<file path="src/rtl/param_const_stream.sv">
// param_const_stream: emits a burst of `count` words on a val/rdy stream,
// either a constant `value` or a ramp starting at `value` and advancing by `step`.
`default_nettype none

module param_const_stream #(
    parameter int nbits = 8,
    parameter int value = 0,
    parameter int step  = 1,
    parameter int count = 4
) (
    input  logic             clk,
    input  logic             reset_n,
    input  logic             start,
    input  logic             mode,
    input  logic             clear,
    output logic [nbits-1:0] out,
    output logic             out_val,
    input  logic             out_rdy,
    output logic             busy,
    output logic             done
);

    localparam int IW = (count > 1) ? $clog2(count) : 1;
    localparam logic [nbits-1:0] FIRST_WORD = nbits'(value);
    localparam logic [nbits-1:0] STEP_WORD  = nbits'(step);
    localparam logic [IW-1:0]    LAST_IDX   = IW'(count - 1);

    generate
        if (count < 1 || nbits < 1) begin : g_bad_params
            $error("param_const_stream: count and nbits must both be >= 1");
        end
    endgenerate

    typedef enum logic [0:0] {
        IDLE = 1'b0,
        RUN  = 1'b1
    } state_t;

    state_t        state;
    logic [IW-1:0] idx;
    logic          ramp;

    assign out_val = (state == RUN);
    assign busy    = (state == RUN);

    always_ff @(posedge clk or negedge reset_n) begin
        if (!reset_n) begin
            state <= IDLE;
            out   <= FIRST_WORD;
            idx   <= '0;
            ramp  <= 1'b0;
            done  <= 1'b0;
        end else begin
            done <= 1'b0;
            case (state)
                IDLE: begin
                    out <= FIRST_WORD;
                    idx <= '0;
                    // clear takes priority over a simultaneous start
                    if (start && !clear) begin
                        state <= RUN;
                        ramp  <= mode;
                    end
                end
                RUN: begin
                    if (clear) begin
                        state <= IDLE;
                        out   <= FIRST_WORD;
                        idx   <= '0;
                    end else if (out_rdy) begin
                        if (idx == LAST_IDX) begin
                            state <= IDLE;
                            out   <= FIRST_WORD;
                            idx   <= '0;
                            done  <= 1'b1;
                        end else begin
                            idx <= idx + 1'b1;
                            if (ramp) begin
                                out <= out + STEP_WORD;
                            end
                        end
                    end
                end
                default: begin
                    state <= IDLE;
                    out   <= FIRST_WORD;
                    idx   <= '0;
                end
            endcase
        end
    end

endmodule

`default_nettype wire

</file>
<file path="config.mk">
export PLATFORM = sky130hd
export DESIGN_NAME = param_const_stream
export DESIGN_NICKNAME = d
export VERILOG_FILES = /design/src/rtl/param_const_stream.sv
export SDC_FILE = /design/constraint.sdc
export NUM_CORES = 1
export LEC_CHECK = 0
export BUFFER_PORTS_ARGS = -buffer_cell sky130_fd_sc_hd__clkbuf_2
export CAP_MARGIN = 20
export CORE_UTILIZATION = 54
export CTS_CLUSTER_SIZE = 28
export DETAILED_ROUTE_END_ITERATION = 10
export PLACE_DENSITY = 0.8
export SYNTH_ARGS = -nofsm -noshare
export SYNTH_HDL_FRONTEND = slang
export SYNTH_SLANG_ARGS = --single-unit
</file>
<file path="constraint.sdc">
create_clock -name clk -period 2.7 [get_ports clk]
set_input_delay 0.135 -clock clk [delete_from_list [all_inputs] [get_ports clk]]
set_output_delay 0.135 -clock clk [all_outputs]
set_load 0.02 [all_outputs]
</file>
==> results.md <==
* Leading cell types by total area after synthesis: sky130_fd_sc_hd__dfrtp_1, sky130_fd_sc_hd__nor2_1, sky130_fd_sc_hd__xor2_1
* Later-pin clock latency in the skew report at 290 ps
* Clock Tree Buf Depth at 2
* Critical path data required time at 2880 ps
* Power per cell area at 477 nW/µm²
* Core footprint at 1190 µm²
* Post-route clock period utilization at 53.6%
* Pre-CTS WS at 1260 ps
* Max IR drop VDD at 376 µV
* Cts repair resizes at 0
* Crit path time final at 1450 ps
* Maximum level of the CTS H-tree at 1
* Global-route wire length before repair at 2270 µm
* Overall track demand over capacity in global routing at 23.2%
* Setup repair after global routing missed its margin: no
* Clk root buf: sky130_fd_sc_hd__clkbuf_4
* Antenna diode count at 0
* Cell taking the most area after synthesis: sky130_fd_sc_hd__dfrtp_1
* Final-report hold violation count at 0
* Synth Area in Adders at 3.41%
* Die height at 38.9 µm
* Commonest cells after routing, fill and taps aside: sky130_fd_sc_hd__clkbuf_2, sky130_fd_sc_hd__dfrtp_1, sky130_fd_sc_hd__nor2_1
* Mean routed wirelength per cell at 15.1 µm
* Number of cell rows at 12
* Port Buf Inserts at 16
* Share of cells above drive strength 1 at 36.6%
* Final total negative setup slack at 0 ps
* Leakage at 0.426 nW
* Share of cell area taken by muxes after synthesis at 4.43%
* Critical path type: reg2reg
* Filler Cells Inserted at 98
* Via/cell ratio at 5.76
* Number of detailed-routing iterations run before antenna repair at 4
* Total power at 0.000396 W
* Count of mapped cells out of synthesis at 65
* Complex-gate fraction of the synthesized area at 14.0%
* Number of pins exceeding their max-slew limit in the final report at 0
* Sequential cell area fraction in the yosys report at 44.3%
* Die Footprint at 1510 µm²
* Kind of end point of the critical path: flop
* Post-CTS Repair Setup Buffers at 0
* Setup violators final at 0
* FMAX at 691 MHz
* Clock transition at the registers of the reported paths at 80 ps
* Total number of vias at 553
* Hold Buf Count CTS at 1
* Total half-perimeter wirelength after legalization and detailed placement at 1010 µm
* Share of the synthesized area in the top cell type at 44.3%
* Netlist area before placement at 734 µm²
* Maximum number of pins on one net before global-route repair at 14
* Number of design rule violations left after detail routing at 0
* Overflow after GRT at 0
* Via count of the first global-routing pass at 500
* Worst slew margin at 78.7%
* Total number of clock tree sinks at 13
* Average cell area after synthesis at 11.3 µm²
* Share of the core filled with cells at 70.0%
* Total length of routed wires at 1450 µm
* Crit path arrival time at 1630 ps
* First-iteration detailed-routing DRC count at 19
* Transition time of the tightest slew-check pin at 319 ps
* I/O Pins at 17
* Remaining antenna violation count at 0
* Area fraction in and, or, nand and nor cells after synthesis at 22.3%
* Initial antenna violation count at 0
* RD Place Congestion at 0.711
* Xor/xnor share of the synthesized area at 5.96%
* Die Width at 38.9 µm
* Leading cell type in the layout, fill and taps excluded: sky130_fd_sc_hd__clkbuf_2
* Cts bufs inserted at 3
* Syn-to-layout area delta at 13.1%
* Largest family of logic cells by synthesized area: simple AND/OR/NAND/NOR gates
* Type of the tightest min-delay check: in2reg
* MaxCap Viol Count at 0
* Element type at the critical path start: flop
* Number of storage elements in the synthesis netlist at 13
* Synth Net Count at 73
* Clock Skews at 8.33 ps
* Number of distinct standard cells referenced by the synthesized netlist at 31
* Clock tree from TritonCTS: done
* Run status: finished clean
* Initial Utilization at 61.9%
* Crit path max fanout at 6
* Yosys warnings at 0
* Final net count at 91
* Post-route setup slack at 1250 ps
[metal layers]
layer	up-vias	track usage (%)	part of all wire (%)	wire length [µm]
met3	7	5.20	4.1	59
met4	0	12.9	3.2	46
met2	18	37.1	48	700
met1	269	28.5	45	646
li1	259	-	-	-
met5	-	0	0	0
[final cells by class]
| class | instances | area [µm²] | area share (%) |
|---|---|---|---|
| multi-input cells | 47 | 368 | 44.3 |
| inverters | 1 | 3.75 | 0.452 |
| flip-flops and latches | 13 | 325 | 39.2 |
| well taps | 14 | 17.5 | 2.11 |
| repair buffers | 17 | 90.1 | 10.8 |
| clock buffers | 4 | 26.3 | 3.16 |
[critical path, cell delays in order, from the launching register on]
cell	delay (ps)
sky130_fd_sc_hd__dfrtp_1	400
sky130_fd_sc_hd__ha_1	280
sky130_fd_sc_hd__o21a_4	270
sky130_fd_sc_hd__o211ai_2	150
sky130_fd_sc_hd__xor2_1	190
sky130_fd_sc_hd__nor2_1	60
[synthesized netlist by cell type (all sizes together)]
library cell	instances
mux2	2
o21a	1
buf	4
or3	1
xor2	4
and3	2
o21ai	2
nand3	2
dfrtp	13
nor2	11
mux2i	1
a21o	1
nand2	4
nor4b	1
o211ai	2
a21oi	3
a2bb2oi	1
nand2b	3
o22ai	1
xnor2	1
and4	1
o2111ai	1
ha	2
inv	1
[final timing paths]
path | slack [ps] | end | from | depth (start not counted)
worst min-delay path | 60 | ramp | mode | 2
max in group asynchronous | 2180 | done | reset_n | 2
min in group asynchronous | 270 | out[3] | reset_n | 2
worst min register to register | 570 | idx[0] | idx[0] | 2
worst max register to register | 1250 | out[5] | idx[0] | 5
worst max-delay path | 1250 | out[5] | idx[0] | 5
[cell families (layout without fill, tap and decap cells)]
group,after synthesis,in the layout
xor gates and xnor gates,5,5
muxes,3,3
and+or+nand+nor,25,25
DFF,13,13
buffers and inverters,5,22
AOI/OAI and AO/OA,12,12
adders and majority gates,2,2
[per-stage QoR]
stage | hold WS, ps | cells | area, µm²
after floorplan | -161 | 65 | 734
after global placement | 41.2 | 91 | 795
after detailed placement | 45.5 | 91 | 795
after CTS | 67.8 | 96 | 831
after global routing | 76.0 | 96 | 831
final | 60.1 | 96 | 831
[report_power, final]
| group | internal (W) | total, W | switching (W) |
|---|---|---|---|
| clock network | 0.0000575 | 0.000125 | 0.0000678 |
| logic | 0.0000244 | 0.0000588 | 0.0000344 |
| registers | 0.000201 | 0.000212 | 0.0000109 |
| total | 0.000283 | 0.000396 | 0.000113 |
[sequential cells by signal (all words and copies together), names as in the netlist]
signal	cells
busy	1
done	1
idx	2
out	8
ramp	1
Power figures use the tool's default switching activity.
